### src/rtl/mux_rr_scheduler_pkg.sv
// mux_rr_scheduler_pkg: shared state encoding and sizes for the round-robin mux scheduler
package mux_rr_scheduler_pkg;
    localparam int NREQ  = 4;
    localparam int SEL_W = 2;
    typedef enum logic [1:0] {
        IDLE  = 2'd0,
        GRANT = 2'd1,
        GAP   = 2'd2
    } state_t;
endpackage

### src/rtl/mux_rr_scheduler_if.sv
// mux_rr_scheduler_if: request/grant and datapath bundle between requesters and the scheduler
//   ena, req, lock, hold_len, data_in : into the scheduler
//   sel, grant, y, busy               : out of the scheduler
interface mux_rr_scheduler_if #(parameter int HOLD_W = 4);
    logic              ena;
    logic [3:0]        req;
    logic              lock;
    logic [HOLD_W-1:0] hold_len;
    logic [3:0]        data_in;
    logic [1:0]        sel;
    logic [3:0]        grant;
    logic              y;
    logic              busy;
    modport master (output ena, req, lock, hold_len, data_in, input sel, grant, y, busy);
    modport slave  (input ena, req, lock, hold_len, data_in, output sel, grant, y, busy);
endinterface

### src/rtl/mux_rr_scheduler_rr_pick4.sv
// rr_pick4: combinational round-robin pick of the first request at or after ptr
//   i_req[3:0] requests, i_ptr[1:0] highest-priority index
//   o_valid any request, o_idx chosen index, o_onehot chosen one-hot
module rr_pick4 (
    input  logic [3:0] i_req,
    input  logic [1:0] i_ptr,
    output logic       o_valid,
    output logic [1:0] o_idx,
    output logic [3:0] o_onehot
);
    logic [1:0] w_cand;
    always_comb begin
        o_valid = 1'b0;
        o_idx   = i_ptr;
        w_cand  = i_ptr;
        // scan from farthest to nearest so the nearest hit to ptr wins
        for (int k = 3; k >= 0; k--) begin
            w_cand = i_ptr + 2'(k);
            if (i_req[w_cand]) begin
                o_valid = 1'b1;
                o_idx   = w_cand;
            end
        end
        o_onehot = o_valid ? 4'(1) << o_idx : 4'b0;
    end
endmodule

### src/rtl/mux_rr_scheduler.sv
// mux_rr_scheduler: round-robin grant of the 4:1 mux select with hold length, lock and registered y
//   clk, rst_n : clock and asynchronous active-low reset
//   bus        : slave side of mux_rr_scheduler_if (ena/req/lock/hold_len/data_in in; sel/grant/y/busy out)
module mux_rr_scheduler
    import mux_rr_scheduler_pkg::*;
#(
    parameter int HOLD_W = 4
) (
    input  logic                clk,
    input  logic                rst_n,
    mux_rr_scheduler_if.slave   bus
);
    state_t             r_state, w_state;
    logic [HOLD_W-1:0]  r_cnt, w_cnt;
    logic [SEL_W-1:0]   r_ptr, w_ptr, r_sel, w_sel, w_idx;
    logic [NREQ-1:0]    r_grant, w_grant, w_onehot;
    logic               r_y, w_valid, w_release;

    rr_pick4 u_pick (
        .i_req    (bus.req),
        .i_ptr    (r_ptr),
        .o_valid  (w_valid),
        .o_idx    (w_idx),
        .o_onehot (w_onehot)
    );

    // dropped request beats lock; otherwise expire only when unlocked at count 1
    assign w_release = !bus.req[r_sel] || (r_cnt == HOLD_W'(1) && !bus.lock);

    always_comb begin
        w_state = r_state;
        w_cnt   = r_cnt;
        w_ptr   = r_ptr;
        w_sel   = r_sel;
        w_grant = r_grant;
        case (r_state)
            IDLE: if (w_valid) begin
                w_state = GRANT;
                w_grant = w_onehot;
                w_sel   = w_idx;
                w_cnt   = (bus.hold_len == '0) ? HOLD_W'(1) : bus.hold_len;
            end
            GRANT: if (w_release) begin
                w_state = GAP;
                w_grant = '0;
                w_ptr   = r_sel + SEL_W'(1);
            end else begin
                w_cnt = (r_cnt > HOLD_W'(1)) ? r_cnt - HOLD_W'(1) : r_cnt;
            end
            default: begin
                w_state = IDLE;
                w_grant = '0;
            end
        endcase
    end

    always_ff @(posedge clk or negedge rst_n) begin
        if (!rst_n) begin
            r_state <= IDLE;
            r_cnt   <= '0;
            r_ptr   <= '0;
            r_sel   <= '0;
            r_grant <= '0;
            r_y     <= 1'b0;
        end else if (bus.ena) begin
            r_state <= w_state;
            r_cnt   <= w_cnt;
            r_ptr   <= w_ptr;
            r_sel   <= w_sel;
            r_grant <= w_grant;
            r_y     <= (r_state == GRANT) ? bus.data_in[r_sel] : 1'b0;
        end
    end

    assign bus.sel   = r_sel;
    assign bus.grant = r_grant;
    assign bus.y     = r_y;
    assign bus.busy  = (r_state != IDLE);
endmodule

### src/flat_wrapper.sv
// flat-port wrapper written by rule: the top's interface ports become plain ports
module mux_rr_scheduler_flat import mux_rr_scheduler_pkg::*;
#(
    parameter int HOLD_W = 4
)
  (clk, rst_n, bus_ena, bus_req, bus_lock, bus_hold_len, bus_data_in, bus_sel, bus_grant, bus_y, bus_busy);
  mux_rr_scheduler_if #(.HOLD_W(HOLD_W)) bus_i ();
  input  logic clk;
  input  logic rst_n;
  input wire logic [$bits(bus_i.ena)-1:0] bus_ena;
  input wire logic [$bits(bus_i.req)-1:0] bus_req;
  input wire logic [$bits(bus_i.lock)-1:0] bus_lock;
  input wire logic [$bits(bus_i.hold_len)-1:0] bus_hold_len;
  input wire logic [$bits(bus_i.data_in)-1:0] bus_data_in;
  output wire logic [$bits(bus_i.sel)-1:0] bus_sel;
  output wire logic [$bits(bus_i.grant)-1:0] bus_grant;
  output wire logic [$bits(bus_i.y)-1:0] bus_y;
  output wire logic [$bits(bus_i.busy)-1:0] bus_busy;
  assign bus_i.ena = bus_ena;
  assign bus_i.req = bus_req;
  assign bus_i.lock = bus_lock;
  assign bus_i.hold_len = bus_hold_len;
  assign bus_i.data_in = bus_data_in;
  assign bus_sel = bus_i.sel;
  assign bus_grant = bus_i.grant;
  assign bus_y = bus_i.y;
  assign bus_busy = bus_i.busy;
  mux_rr_scheduler #(.HOLD_W(HOLD_W)) u_core (.clk(clk), .rst_n(rst_n), .bus(bus_i));
endmodule
### config.mk
export PLATFORM = sky130hd
export DESIGN_NAME = mux_rr_scheduler_flat
export DESIGN_NICKNAME = d
export VERILOG_FILES = /design/src/rtl/mux_rr_scheduler_pkg.sv /design/src/rtl/mux_rr_scheduler_if.sv /design/src/rtl/mux_rr_scheduler_rr_pick4.sv /design/src/rtl/mux_rr_scheduler.sv /design/src/flat_wrapper.sv
export SDC_FILE = /design/constraint.sdc
export NUM_CORES = 1
export LEC_CHECK = 0
export ABC_CLOCK_PERIOD_IN_PS = 3100
export CAP_MARGIN = 20
export CORE_MARGIN = 1.5
export CORE_UTILIZATION = 51
export DETAILED_ROUTE_END_ITERATION = 10
export PLACE_DENSITY_LB_ADDON = 0.2
export REMOVE_ABC_BUFFERS = 1
export SLEW_MARGIN = 0
export SYNTH_ARGS = -nofsm -noshare
export SYNTH_HDL_FRONTEND = slang
export SYNTH_SLANG_ARGS = --single-unit
### constraint.sdc
create_clock -name clk -period 3.1 [get_ports clk]
set_clock_uncertainty 0.1 [all_clocks]
set_input_delay 0.62 -clock clk [delete_from_list [all_inputs] [get_ports clk]]
set_output_delay 0.62 -clock clk [all_outputs]
set_load 0.01 [all_outputs]
==> impl_metrics.ini, run 1 <==
[worst_setup_path]
path_max_fanout = 7
start_kind = input port
crit_path_frequent_cell = nor2b_1
crit_slowest_cell = clkdlybuf4s50_1
crit_path_end_kind = flop
reg2reg_slack_ps = 1090
path_cells = clkdlybuf4s50_1, nor2b_1, a2111oi_0, nor2b_1, o31ai_1
max_stage_delay_ps = 580
cp.required_ps = 3180
arrival_ps = 2340
path_class = in -> reg

[drt]
routed_wirelength_um = 2150
vias = 839
drc = 0
firstDrtPassIters = 4
avgRoutedWirePerCell_um = 15.0
ant_nets = 0
viasPerCell = 5.87
drtIter0Drc = 33

[yosys]
ys.flop_type = dfrtp_1
synth_top_area_cell = dfrtp_1
ys_top_cells_by_area = dfrtp_1 (41%), o21ai_0 (5.4%), nor2b_1 (4.1%)
synth_top_area_share_pct = 40.9
ys_seq_area_share_pct = 40.9
ys_warn_count = 0
ys_ff_latch = 15
syn_area_um2 = 918
async_flop_share_pct = 100
synth_edf_count = 0
syn_avg_cell_area_um2 = 9.88
synthesis.instances = 93
yosysUniqueCellTypes = 36

[clocking]
clk_pin_slew_worst_paths_ps = 100
cts_tree = done
cts-htree-levels = 1
cts.repair.resized = 0
clock_sinks = 15
cts_setup_buffers = 0
cts_hold_buf = 0
clk_latency_ps = 290
numCtsBuffers = 3
cts_buffer_depth = 2
cts-root-buf = clkbuf_4

[grt]
antenna_found_initial = 0
overflow = 0
grt_pass1_wl_um = 3550
track_usage_pct = 23.8
grt_max_degree = 16
grt_pass1_vias = 821

[place]
gp_congestion = 0.830
hpwl_um = 1680
place_worst_setup_slack_ps = 537
dp.cells = 139
port_buffers = 23

[timing]
worstMarginPinSlew_ps = 679
tns_ps = 0
hold_violations = 0
worst_slack_ps = 846
rsz0062_at_grt = false
fin_crit_sh_pct = 72.7
hold_ws_ps = 411
finalSetupViolCount = 0
maxSlewHeadroom_pct = 54.6
final.min_clock_period_ps = 2250
fmax_ghz = 0.444
slew_violations = 0

[finish]
final_common_cell = clkdlybuf4s50_1
num_antenna_cells = 0
drive_above_1_share_pct = 9.32
syn2layout_area_growth_pct = 30.7
final_cells = 143
layout_common_cells = clkdlybuf4s50_1 (23), dfrtp_1 (15), o21ai_0 (10)
layout.nets = 137

[floorplan]
coreArea_um2 = 1710
dieWidth_um = 45.4
die_y_um = 45.4
start_util_pct = 53.8
io_pins = 24
die-area_um2 = 2060
row_count = 15

[flow_run]
cap_violations = 0

[min_path]
hold_path.class = reg -> reg

[power_and_ir_drop]
peakVddDrop_mv = 0.533
p_per_area_nw_per_um2 = 903
p_leak_nw = 0.505

[status]
status = completed
## Yosys cell counts, types with 2 or more instances
library cell,instances
clkbuf_1,2
a22oi_1,2
nor3_1,3
nor2b_1,6
dfrtp_1,15
nand2b_1,3
nand2_1,3
a21o_1,2
ha_1,2
o21ai_0,10
nand3_1,2
a32o_1,2
o31ai_1,3
o221ai_1,3
nor2_1,7
inv_1,6
a21oi_1,3
## flip-flops by register name (all words and copies together) (netlist names)
register / count
u_core.bus.y: 1
u_core.bus.grant: 4
u_core.r_ptr: 2
u_core.r_state: 2
u_core.bus.sel: 2
u_core.r_cnt: 4
## routing by layer
| metal | up-vias | wire [µm] | global-route usage (%) |
|---|---|---|---|
| li1 | 405 | - | - |
| met1 | 397 | 938 | 30.1 |
| met2 | 33 | 1060 | 40.8 |
| met3 | 4 | 127 | 3.17 |
| met4 | 0 | 22 | 8.82 |
| met5 | - | 0 | 0 |
## stage by stage
step                power (mW)  utilization [%]  instance area [µm²]
floorplan                0.743                -                  911
finish                    1.08             70.3                 1200
detailed placement       0.969             68.6                 1170
CTS                       1.09             70.3                 1200
global placement         0.948             68.6                 1170
global route              1.17             70.3                 1200
## cell families (layout without fill, tap and decap cells)
logic type	after synthesis	after routing	synth area share [%]
flops	15	15	40.9
fa+ha+maj	2	2	2.72
mux	3	3	6.40
xor+xnor	1	1	0.954
simple gates	30	30	18.9
compound gates	34	34	26.8
buf+inv	8	33	3.27
## power by group
group | internal, mW | switching, mW | leakage (nW)
registers | 0.290 | 0.101 | 0.186
clock network | 0.0480 | 0.0673 | 0.0177
logic | 0.298 | 0.280 | 0.301
## critical path: cells and delay by family
| family | cells | cell delay (ps) |
|---|---|---|
| AOI/OAI and AO/OA | 2 | 870 |
| and+or+nand+nor | 2 | 260 |
| buffers and inverters | 1 | 580 |
## layout make-up
type,instances,area (µm²)
Multi-Input combinational cell,70,513
Timing Repair Buffer,23,230
Sequential cell,15,375
Fill cell,133,508
Clock buffer,3,22.5
Inverter,6,22.5
Tap cell,25,31.3
Clock inverter,1,5.00
## final timing paths
kind | from | endpoint | depth (start not counted)
setup reg to reg | u_core.r_cnt[1]$_DFFE_PN0P_ | u_core.bus.grant[0]$_DFFE_PN0P_ | 6
hold / removal | u_core.bus.grant[2]$_DFFE_PN0P_ | u_core.bus.grant[2]$_DFFE_PN0P_ | 1
setup / recovery | bus_req[3] | u_core.bus.grant[3]$_DFFE_PN0P_ | 5
max in group asynchronous | rst_n | u_core.bus.sel[0]$_DFFE_PN0P_ | 1
min in group asynchronous | rst_n | u_core.r_state[1]$_DFFE_PN0P_ | 1
hold reg to reg | u_core.bus.grant[2]$_DFFE_PN0P_ | u_core.bus.grant[2]$_DFFE_PN0P_ | 1
Note: power is estimated with default switching activity, not from simulation.
==> run 2: changes to the inputs <==
--- a/config.mk
+++ b/config.mk
@@ -5,10 +5,10 @@
 export SDC_FILE = /design/constraint.sdc
 export NUM_CORES = 1
 export LEC_CHECK = 0
-export ABC_CLOCK_PERIOD_IN_PS = 3100
+export ABC_CLOCK_PERIOD_IN_PS = 2130
 export CAP_MARGIN = 20
 export CORE_MARGIN = 1.5
-export CORE_UTILIZATION = 51
+export CORE_UTILIZATION = 47
 export DETAILED_ROUTE_END_ITERATION = 10
 export PLACE_DENSITY_LB_ADDON = 0.2
 export REMOVE_ABC_BUFFERS = 1
==> constraint.sdc (replaced) <==
create_clock -name clk -period 2.13 [get_ports clk]
set_clock_uncertainty 0.1 [all_clocks]
set_input_delay 0.426 -clock clk [delete_from_list [all_inputs] [get_ports clk]]
set_output_delay 0.426 -clock clk [all_outputs]
set_load 0.01 [all_outputs]
==> impl_metrics.ini, run 2 (same netlist as run 1, synthesis figures left out) <==
[clocking]
clock_sinks = 15
cts_tree = done
cts_hold_buf = 0
cts_setup_buffers = 0
clk_pin_slew_worst_paths_ps = 90
clk_latency_ps = 280
cts-htree-levels = 1
numCtsBuffers = 3
cts.repair.resized = 0
cts_buffer_depth = 2
cts-root-buf = clkbuf_4

[power_and_ir_drop]
power_frac_seq_pct = 35.7
p_per_area_nw_per_um2 = 1290
power.share.clock_pct = 10.0
p_total_mw = 1.59
combinationalPowerShare_pct = 54.3
p_sw_share_pct = 40.6
p_sw_mw = 0.643
p_leak_nw = 0.522
peakVddDrop_mv = 0.765
p_int_mw = 0.942

[finish]
layout_common_cells = clkdlybuf4s50_1 (23), dfrtp_1 (15), o21ai_0 (10)
nFillCells = 138
syn2layout_area_growth_pct = 34.1
final_common_cell = clkdlybuf4s50_1
postLayoutCellArea_um2 = 1230
drive_above_1_share_pct = 12.3
num_antenna_cells = 0
layout.nets = 141

[place]
place_area_um2 = 1200
port_buffers = 23
hpwl_um = 1700
place_worst_setup_slack_ps = -209
gp_congestion = 0.850

[timing]
hold_ws_ps = 355
fmax_ghz = 0.489
fin_crit_sh_pct = 96.1
maxSlewHeadroom_pct = 68.2
final.min_clock_period_ps = 2050
rsz0062_at_grt = false
slew_violations = 0
worstMarginPinSlew_ps = 464
finalSetupViolCount = 0
hold_violations = 0
tns_ps = 0
worst_slack_ps = 83.0

[drt]
drtIter0Drc = 29
vias = 831
viasPerCell = 5.65
firstDrtPassIters = 4
ant_nets = 0
drc = 0
routed_wirelength_um = 2120
avgRoutedWirePerCell_um = 14.4

[grt]
grt_pass1_wl_um = 3460
grt-busiest-layer = met2
track_usage_pct = 22.5
met2_usage_pct = 34.2
grt_use_met3_pct = 6.15
met1_usage_pct = 31.4
antenna_found_initial = 0
grt_pass1_vias = 782
grt_max_degree = 16
overflow = 0

[worst_setup_path]
cp.required_ps = 2210
path_class = in -> reg
path_max_fanout = 5
r2r_start = u_core.r_cnt[1]$_DFFE_PN0P_
startpoint = bus_req[3]
arrival_ps = 2120
start_kind = input port
crit_path_end_kind = flop

[flow_run]
cap_violations = 0

[floorplan]
die_y_um = 47.2
row_count = 15
start_util_pct = 51.5
io_pins = 24
die-area_um2 = 2230
coreArea_um2 = 1780
dieWidth_um = 47.2

[min_path]
hold_path.class = in -> async

[status]
status = completed
run 2: cell types whose count changed in the layout (fill, tap and decap cells not counted):
cell      previous run  this run
buf_4                0         4
clkinv_2             1         0
nor2_1               7         6
nor2_2               0         1
clkbuf_1             0         1
run 2: per-stage QoR:
stage               util, %  instances
finish                 69.1        147
global route           69.1        147
CTS                    68.9        147
detailed placement     67.4        143
global placement       67.4        143
floorplan                 -         91
run 2: cell type report:
class | count | area (µm²) | area share [%]
clock buffers | 4 | 26.3 | 2.13
multi-input cells | 70 | 515 | 41.9
flip-flops and latches | 15 | 375 | 30.5
inverters | 6 | 22.5 | 1.83
well taps | 25 | 31.3 | 2.54
repair buffers | 27 | 260 | 21.1
run 2: power groups by stage:
stage               Combinational (mW)  Sequential, mW  Clock [mW]
floorplan                        0.518           0.563           0
global placement                 0.834           0.560           0
detailed placement               0.853           0.567           0
CTS                              0.863           0.561       0.164
global route                     0.947           0.587       0.176
finish                           0.861           0.566       0.158
run 2: worst max-delay path: stages:
cell and delay (ps):
clkdlybuf4s50_1 490, mux4_2 550, and3_4 180, or2_1 260, a32o_1 210
run 2: worst paths after layout:
| check | cells past startpoint | endpoint | slack (ps) |
|---|---|---|---|
| max | 5 | u_core.bus.grant[0]$_DFFE_PN0P_ | 80 |
| min in group clk | 1 | u_core.bus.grant[2]$_DFFE_PN0P_ | 400 |
| min | 2 | u_core.bus.grant[2]$_DFFE_PN0P_ | 350 |
| max reg2reg | 6 | u_core.bus.grant[0]$_DFFE_PN0P_ | 160 |
| max in group asynchronous | 2 | u_core.r_cnt[1]$_DFFE_PN0P_ | 1390 |
| min reg2reg | 1 | u_core.bus.grant[2]$_DFFE_PN0P_ | 400 |
run 2: per-layer routing:
layer	vias to the layer above	part of all wire (%)
met5	-	0
met4	0	0.61
met1	387	49
li1	415	-
met3	2	4.3
met2	27	46
==> run 3: changes to the inputs <==
--- a/config.mk
+++ b/config.mk
@@ -5,7 +5,7 @@
 export SDC_FILE = /design/constraint.sdc
 export NUM_CORES = 1
 export LEC_CHECK = 0
-export ABC_CLOCK_PERIOD_IN_PS = 2130
+export ABC_CLOCK_PERIOD_IN_PS = 2200
 export CAP_MARGIN = 20
 export CORE_MARGIN = 1.5
 export CORE_UTILIZATION = 47
==> constraint.sdc (replaced) <==
create_clock -name clk -period 2.2 [get_ports clk]
set_clock_uncertainty 0.1 [all_clocks]
set_input_delay 0.44 -clock clk [delete_from_list [all_inputs] [get_ports clk]]
set_output_delay 0.44 -clock clk [all_outputs]
set_load 0.01 [all_outputs]
==> impl_metrics.ini, run 3 (same netlist as run 1, synthesis figures left out) <==
[grt]
grt_pass1_wl_um = 3400
grt_pass1_vias = 719
grt_max_degree = 16
track_usage_pct = 22.6
overflow = 0
antenna_found_initial = 0

[timing]
slew_violations = 0
hold_ws_ps = 358
maxSlewHeadroom_pct = 66.6
rsz0062_at_grt = false
final.min_clock_period_ps = 2040
worstMarginPinSlew_ps = 488
hold_violations = 0
fmax_ghz = 0.490
fin_crit_sh_pct = 92.7
worst_slack_ps = 160
finalSetupViolCount = 0

[power_and_ir_drop]
peakVddDrop_mv = 0.692
p_leak_nw = 0.522
p_per_area_nw_per_um2 = 1260
p_total_mw = 1.55

[clocking]
cts-root-buf = clkbuf_4
cts.repair.resized = 0
cts_setup_buffers = 0
clk_pin_slew_worst_paths_ps = 90
clk_latency_ps = 290
clock_sinks = 15
cts_buffer_depth = 2
cts-htree-levels = 1
cts_hold_buf = 0
cts_tree = done
numCtsBuffers = 3

[floorplan]
coreArea_um2 = 1780
die-area_um2 = 2230
die_y_um = 47.2
io_pins = 24
start_util_pct = 51.5
dieWidth_um = 47.2
row_count = 15

[place]
place_area_um2 = 1200
hpwl_um = 1730
dp.cells = 143
port_buffers = 23
place_worst_setup_slack_ps = -150
gp_congestion = 0.850

[drt]
avgRoutedWirePerCell_um = 15.1
firstDrtPassIters = 4
vias = 844
viasPerCell = 5.74
ant_nets = 0
drc = 0
drtIter0Drc = 22
routed_wirelength_um = 2220

[status]
status = completed

[worst_setup_path]
path_max_fanout = 6
start_kind = input port
crit_path_end_kind = flop
startpoint = bus_req[0]
max_stage_delay_ps = 540
worst-path-stages = 5
cp.required_ps = 2280
crit_family = multiplexers
arrival_ps = 2120
path_cells = clkdlybuf4s50_1, mux4_2, and3_4, or2_1, a32o_1
rr_worst_depth = 6
r2r_start = u_core.r_cnt[1]$_DFFE_PN0P_
crit_slowest_cell = mux4_2
path_buf_inv = 1
path_class = in -> reg

[finish]
syn2layout_area_growth_pct = 33.8
layout.nets = 141
final_common_cell = clkdlybuf4s50_1
nFillCells = 151
final_cells = 147
regArea_um2 = 375
multi_input_area_um2 = 513
layout_common_cells = clkdlybuf4s50_1 (23), dfrtp_1 (15), o21ai_0 (10)
postLayoutCellArea_um2 = 1230
num_antenna_cells = 0
drive_above_1_share_pct = 11.5

[flow_run]
cap_violations = 0

[min_path]
hold_path.class = in -> async
==> run 3: cell counts in the layout (fill, tap and decap cells not counted) <==
Identical to the previous run, type by type.
==> run 3: worst reg2reg max path, cell delays in order, from the launching register on <==
cell and delay [ps]:
dfrtp_1 380, inv_1 100, ha_1 170, or4b_4 480, and3_4 190, or2_1 260, a32o_1 210
==> run 3: layout make-up <==
| class | instances | area share (%) |
|---|---|---|
| inverter | 6 | 1.83 |
| clock buffer | 4 | 2.14 |
| multi-input combinational | 70 | 41.8 |
| sequential | 15 | 30.5 |
| timing repair buffer | 27 | 21.2 |
| tap | 25 | 2.55 |
==> run 3: layer usage <==
layer,vias to the layer above,global-route usage [%],wire [µm],part of all wire (%)
li1,414,-,-,-
met1,403,34.2,1060,48
met2,23,31.5,1040,47
met3,4,3.46,67,3.0
met4,0,10.0,41,1.9
met5,-,0,0,0
==> run 3: per-stage QoR <==
stage	utilization (%)	setup TNS [ps]
floorplan	-	0
detailed placement	67.4	-815
finish	68.9	0
global placement	67.4	-586
global route	68.9	0
CTS	68.9	0
==> run 3: path summary, 6_finish.rpt <==
| check | to | slack [ps] |
|---|---|---|
| min in group clk | u_core.bus.grant[2]$_DFFE_PN0P_ | 410 |
| min | u_core.bus.grant[2]$_DFFE_PN0P_ | 360 |
| min reg2reg | u_core.bus.grant[2]$_DFFE_PN0P_ | 410 |
| max | u_core.bus.grant[0]$_DFFE_PN0P_ | 160 |
| max reg2reg | u_core.bus.grant[0]$_DFFE_PN0P_ | 210 |
| max in group asynchronous | u_core.r_ptr[0]$_DFFE_PN0P_ | 1470 |
==> run 3: power by group <==
part	switching, mW	internal (mW)
clock	0.0934	0.0705
combinational	0.406	0.432
sequential	0.139	0.408
total	0.638	0.911
